**src/rtl/mem_port_arbiter.sv**
```systemverilog
// mem_port_arbiter: shares one single-cycle memory-controller port between
// NREQ requesters. Whole bursts are granted round-robin, a grant is forcibly
// rotated after MAX_HOLD accesses when someone else is waiting, every grant
// change costs one dead cycle, and 1-cycle-latency read data is steered back
// to the requester that issued the read.
module mem_port_arbiter #(
  parameter int NREQ         = 2,
  parameter int addr_wid_mem = 26,
  parameter int data_wid     = 32,
  parameter int stroblen     = data_wid / 8,
  parameter int MAX_HOLD     = 16
) (
  input  logic                         aclk,
  input  logic                         aresetn,
  input  logic [NREQ-1:0]              req,
  output logic [NREQ-1:0]              gnt,
  input  logic [NREQ*addr_wid_mem-1:0] r_addr,
  input  logic [NREQ*data_wid-1:0]     r_wdata,
  input  logic [NREQ*stroblen-1:0]     r_wstrb,
  input  logic [NREQ-1:0]              r_read,
  input  logic [NREQ-1:0]              r_write,
  output logic [NREQ-1:0]              r_rvalid,
  output logic [data_wid-1:0]          r_rdata,
  output logic [addr_wid_mem-1:0]      maddr,
  output logic [data_wid-1:0]          mdata,
  output logic [stroblen-1:0]          mwstrb,
  output logic                         mread,
  output logic                         mwrite,
  input  logic [data_wid-1:0]          sdata,
  output logic                         gclken,
  output logic                         proto_err
);

  localparam int IW = $clog2(NREQ);
  localparam int HW = $clog2(MAX_HOLD);
  localparam logic [IW-1:0] LAST_IDX  = IW'(NREQ - 1);
  localparam logic [HW-1:0] HOLD_LAST = HW'(MAX_HOLD - 1);

  typedef enum logic [1:0] {
    S_IDLE    = 2'd0,
    S_GRANT   = 2'd1,
    S_HANDOFF = 2'd2
  } state_t;

  state_t          state, state_nxt;
  logic [IW-1:0]   owner, owner_nxt;
  logic [IW-1:0]   rr_ptr, rr_nxt;
  logic [HW-1:0]   hold_cnt, hold_nxt;
  logic [IW-1:0]   pick_idx;
  logic            pick_valid;
  logic            in_grant;
  logic            own_req, own_rd, own_wr;
  logic            others_req;
  logic            hold_last;
  logic            rd_pend;
  logic [IW-1:0]   rd_id;

  function automatic logic [NREQ-1:0] onehot(input logic [IW-1:0] idx);
    return NREQ'(1) << idx;
  endfunction

  function automatic logic [IW-1:0] wrap_inc(input logic [IW-1:0] idx);
    return (idx == LAST_IDX) ? '0 : idx + IW'(1);
  endfunction

  // Owner-side view of the requester bundle.
  assign in_grant   = (state == S_GRANT);
  assign own_req    = req[owner];
  assign own_rd     = r_read[owner];
  assign own_wr     = r_write[owner];
  assign others_req = |(req & ~onehot(owner));
  assign hold_last  = (hold_cnt == HOLD_LAST);

  // Round-robin search: first requester at or after rr_ptr, wrapping mod NREQ.
  always_comb begin : rr_pick
    logic [IW-1:0] cand;
    // NOTE: every variable of a combinational block gets a value before any
    // branch; otherwise paths that skip the assignment infer a latch.
    pick_valid = 1'b0;
    pick_idx   = rr_ptr;
    cand       = rr_ptr;
    for (int i = 0; i < NREQ; i++) begin
      if (!pick_valid && req[cand]) begin
        pick_valid = 1'b1;
        pick_idx   = cand;
      end
      cand = wrap_inc(cand);
    end
  end

  // Next-state logic: grant on any request, leave on release or forced rotation.
  always_comb begin
    state_nxt = state;
    owner_nxt = owner;
    rr_nxt    = rr_ptr;
    hold_nxt  = hold_cnt;
    case (state)
      S_IDLE, S_HANDOFF: begin
        if (pick_valid) begin
          state_nxt = S_GRANT;
          owner_nxt = pick_idx;
          rr_nxt    = wrap_inc(pick_idx);
          hold_nxt  = '0;
        end else begin
          state_nxt = S_IDLE;
        end
      end
      S_GRANT: begin
        if (!own_req || (hold_last && others_req)) begin
          state_nxt = S_HANDOFF;
        end else if ((own_rd || own_wr) && !hold_last) begin
          hold_nxt = hold_cnt + HW'(1);
        end
      end
      default: state_nxt = S_IDLE;
    endcase
  end

  // Arbiter state and the registered one-hot grant.
  always_ff @(posedge aclk or negedge aresetn) begin
    if (!aresetn) begin
      state    <= S_IDLE;
      owner    <= '0;
      rr_ptr   <= '0;
      hold_cnt <= '0;
      gnt      <= '0;
    end else begin
      // NOTE: clocked state uses non-blocking assignments so every flop
      // samples the pre-edge values regardless of statement order.
      state    <= state_nxt;
      owner    <= owner_nxt;
      rr_ptr   <= rr_nxt;
      hold_cnt <= hold_nxt;
      gnt      <= (state_nxt == S_GRANT) ? onehot(owner_nxt) : '0;
    end
  end

  // Memory port mux from the registered owner; quiet outside GRANT.
  always_comb begin
    maddr     = '0;
    mdata     = '0;
    mwstrb    = '0;
    mwrite    = 1'b0;
    mread     = 1'b0;
    proto_err = 1'b0;
    if (in_grant) begin
      maddr     = r_addr[owner*addr_wid_mem +: addr_wid_mem];
      mdata     = r_wdata[owner*data_wid +: data_wid];
      mwstrb    = r_wstrb[owner*stroblen +: stroblen];
      mwrite    = own_wr;
      mread     = own_rd & ~own_wr;
      proto_err = own_rd & own_wr;
    end
  end

  // Read-return tag: remembers who issued the read one cycle ago, so data
  // lands correctly even if the grant ended on that same edge.
  always_ff @(posedge aclk or negedge aresetn) begin
    if (!aresetn) begin
      rd_pend <= 1'b0;
      rd_id   <= '0;
    end else begin
      rd_pend <= mread;
      rd_id   <= owner;
    end
  end

  assign r_rvalid = rd_pend ? onehot(rd_id) : '0;
  assign r_rdata  = rd_pend ? sdata : '0;
  assign gclken   = (state != S_IDLE) | (|req);

endmodule

```
**config.mk**
```make
export PLATFORM = sky130hd
export DESIGN_NAME = mem_port_arbiter
export DESIGN_NICKNAME = d
export VERILOG_FILES = /design/src/rtl/mem_port_arbiter.sv
export SDC_FILE = /design/constraint.sdc
export NUM_CORES = 1
export LEC_CHECK = 0
export ABC_AREA = 1
export CAP_MARGIN = 40
export CELL_PAD_IN_SITES_DETAIL_PLACEMENT = 1
export CELL_PAD_IN_SITES_GLOBAL_PLACEMENT = 2
export CORE_MARGIN = 1.5
export CORE_UTILIZATION = 10
export CTS_CLUSTER_SIZE = 10
export DETAILED_ROUTE_END_ITERATION = 8
export GPL_ROUTABILITY_DRIVEN = 1
export PLACE_DENSITY = 0.94
export SYNTH_ARGS = -nofsm -noshare
export SYNTH_HDL_FRONTEND = slang
export SYNTH_SLANG_ARGS = --single-unit
```
**constraint.sdc**
```tcl
create_clock -name aclk -period 1.8 [get_ports aclk]
set_input_delay 0.18 -clock aclk [delete_from_list [all_inputs] [get_ports aclk]]
set_output_delay 0.18 -clock aclk [all_outputs]
set_load 0.01 [all_outputs]
```
==> impl_metrics.yaml <==
routing:
  via_per_inst: 3.836
  vias: 3241
  wl_um: 10760
  dr.pass1.iters: 4
  drtIter0Drc: 65
  routedWlPerCell_um: 12.73
  ant_nets: 0
  drc: 0
sta:
  finClkSkew_ns: 0.0006822
  max_slew_margin: 0.6263
  drv_slew: 0
  setup_viol: 0
  finalCriticalPeriod_ns: 1.741
  hold_violations: 0
  fmax_mhz: 574.3
  tightest_slew_ns: 0.5588
  min_period_over_period: 0.9673
clocking:
  htree_levels: 1
  clockBufferDepth: 2
  root_buffer: "clkbuf_16"
  path_clk_slew_ns: 0.04
  ctsHoldBuffers: 0
  clkSinkCount: 12
  cts_tree: "done"
  post_cts_buffers: 0
  clk_latency_ns: 0.24
  cts_made_buffers: 3
logic_synthesis:
  netlist_instances: 362
  synth_top_area_cell: "nand2_1"
  yosys_warnings: 0
  synth.top_cell.area_share: 0.3739
  synth_most_common_cell: "nand2_1"
  synth_xor_area_frac: 0
  synth_nets: 527
  synth_compound_area_frac: 0.1954
  synthSimpleGateAreaFrac: 0.4608
  synth_mux_area_frac: 0
  async_reset_ff_frac: 1.000
  synthAdderAreaFrac: 0.007003
  synth_common_cells: "178 x nand2_1, 65 x a21oi_1, 43 x inv_1, 12 x dfrtp_1, 12 x nor2_1"
  ys_types: 19
  yosys_most_used_dff: "dfrtp_1"
  avgSynthCellArea_um2: 4.936
  ys_seq_area_frac: 0.1681
  synth.area.top_cells: "nand2_1 37%, a21oi_1 18%, dfrtp_1 17%"
  yosys_register_bits: 12
  synth-edff-count: 0
  syn_area_mm2: 0.001787
  synth_top_family_by_area: "simple AND/OR/NAND/NOR gates"
finish:
  diodes: 0
  drive_gt1_frac: 0.09516
  final_cell_area_mm2: 0.004797
  stdcell_count: 845
  nets: 786
  nFillCells: 2203
  syn_to_final_growth_pct: 168.5
setup_path:
  r2r_cells: 10
  crit_required_ns: 1.62
  cpPeakStageDelay_ns: 0.45
  r2r_setup_slack_ns: 0.30
  crit_slowest_cell: "dfrtp_2"
  r2r_end: "hold_cnt[0]"
  cp-startpoint: "owner"
  cp.arrival_ns: 1.56
  endpoint: "maddr[12]"
  crit_path_end_kind: "output pin"
  worstSetupPathType: "reg -> out"
  r2r_start: "owner"
  critPathLaunchType: "flip-flop"
  cp_cell_sequence: "inv_4, bufbuf_16, nand2_1, a21oi_1, dlygate4sd2_1"
  path_max_fanout: 18
power_and_ir_drop:
  irDropWorstVdd_mv: 0.3758
  total_power_mw: 5.350
  p_per_area_mw_per_mm2: 1115
  p_leak_nw: 2.420
placed_design:
  numPortBuffers: 265
  dp.cells: 840
  place_congestion: 0.7112
  dp_hpwl_um: 8867
  dpl_cell_area_mm2: 0.004795
floorplanning:
  coreArea_mm2: 0.01736
  die_w_um: 136.7
  die_y_um: 136.7
  io_pins: 266
  die_area_mm2: 0.01868
  num_rows: 48
  start_util: 0.1029
grt:
  grt_pass1_vias: 3280
  gr-total-overflow: 0
  use_met3: 0.03333
  use_met1: 0.1155
  grt_pass1_wl_um: 15950
  antenna_found_initial: 0
  track_usage: 0.1069
  grt_max_degree: 35
  met2_usage: 0.2044
  grt.busiest_layer: "met2"
job:
  drv_cap: 0
hold_path:
  hold_path.class: "in -> async"
outcome:
  status: "finished clean"
[repair_timing]
| item | in CTS | in global routing |
|---|---|---|
| endpoints found under the setup margin | 65 | 57 |
| resized for setup | 64 | 67 |
| hold endpoints to repair | 0 | 0 |
| cloned | 1 | 0 |
[worst min-delay path by stage]
stage | from | endpoint | slack, ns | depth (start not counted)
2_1_floorplan | aresetn | gnt[0] | -0.12 | 0
3_3_place_gp | hold_cnt[3] | hold_cnt[3] | 0.46 | 2
3_5_place_dp | hold_cnt[3] | hold_cnt[3] | 0.46 | 2
4_1_cts | aresetn | rd_pend | 0.32 | 1
5_1_grt | aresetn | rd_pend | 0.36 | 1
6_report | aresetn | rd_pend | 0.30 | 1
[kinds of logic after synthesis]
family,Yosys count
flip-flops,12
adder cells (fa/ha/maj),1
buffers and inverters,73
AND/OR/NAND/NOR,207
AO/OA/AOI/OAI,69
[per-layer routing]
| metal | wire length (um) | vias to the layer above |
|---|---|---|
| met5 | 0 | - |
| li1 | - | 1607 |
| met1 | 3988 | 1441 |
| met2 | 5424 | 188 |
| met3 | 1282 | 5 |
| met4 | 65 | 0 |
[placed cells by master, fill, tap and decap left out, types with 4 or more instances in the layout]
cell type	instances
clkdlybuf4s50_1	200
nand2_1	178
a21oi_1	64
inv_1	43
dlygate4sd2_1	26
clkbuf_2	24
nor2_1	11
dfrtp_1	11
clkdlybuf4s15_1	11
nand3_1	8
buf_12	8
nand2_2	5
dlymetal6s2s_1	4
[critical path, delay by kind of cell (launching register included)]
family | cells | cell delay [ns]
AOI/OAI and AO/OA | 1 | 0.11
buffers and inverters | 3 | 0.70
DFF | 1 | 0.45
and+or+nand+nor | 1 | 0.06
[flip-flops by register name, indices dropped and copies added (netlist names)]
name and flops:
rd_id 1, hold_cnt 4, state 2, owner 1, rr_ptr 1, gnt 2, rd_pend 1
[per-stage QoR]
step / TNS [ns] / utilization / setup slack, ns / hold WS [ns]
after floorplan: 0 / - / 0.5031 / -0.1156
after global placement: -0.1744 / 0.2762 / -0.05741 / 0.4583
after detailed placement: -0.2331 / 0.2762 / -0.07503 / 0.4636
after CTS: -1.188 / 0.2793 / -0.2044 / 0.3181
after global routing: -0.0001379 / 0.2764 / -0.0001379 / 0.3556
final: 0 / 0.2764 / 0.05883 / 0.2993
[layout make-up]
type / count / area (um2) / share of cell area
multi-input cells: 277 / 1196 / 0.2493
clock buffers: 4 / 88.84 / 0.01852
repair buffers: 278 / 2740 / 0.5712
inverters: 49 / 188.9 / 0.03938
well taps: 225 / 281.5 / 0.05869
flip-flops and latches: 12 / 301.5 / 0.06286
[power by group]
| group | internal (mW) | switching (mW) | total [mW] |
|---|---|---|---|
| Sequential | 0.372 | 0.0897 | 0.461 |
| Clock | 0.336 | 0.126 | 0.462 |
| Combinational | 2.06 | 2.37 | 4.43 |
| Total | 2.76 | 2.59 | 5.35 |
No activity file was read; power rests on OpenSTA's default activity.
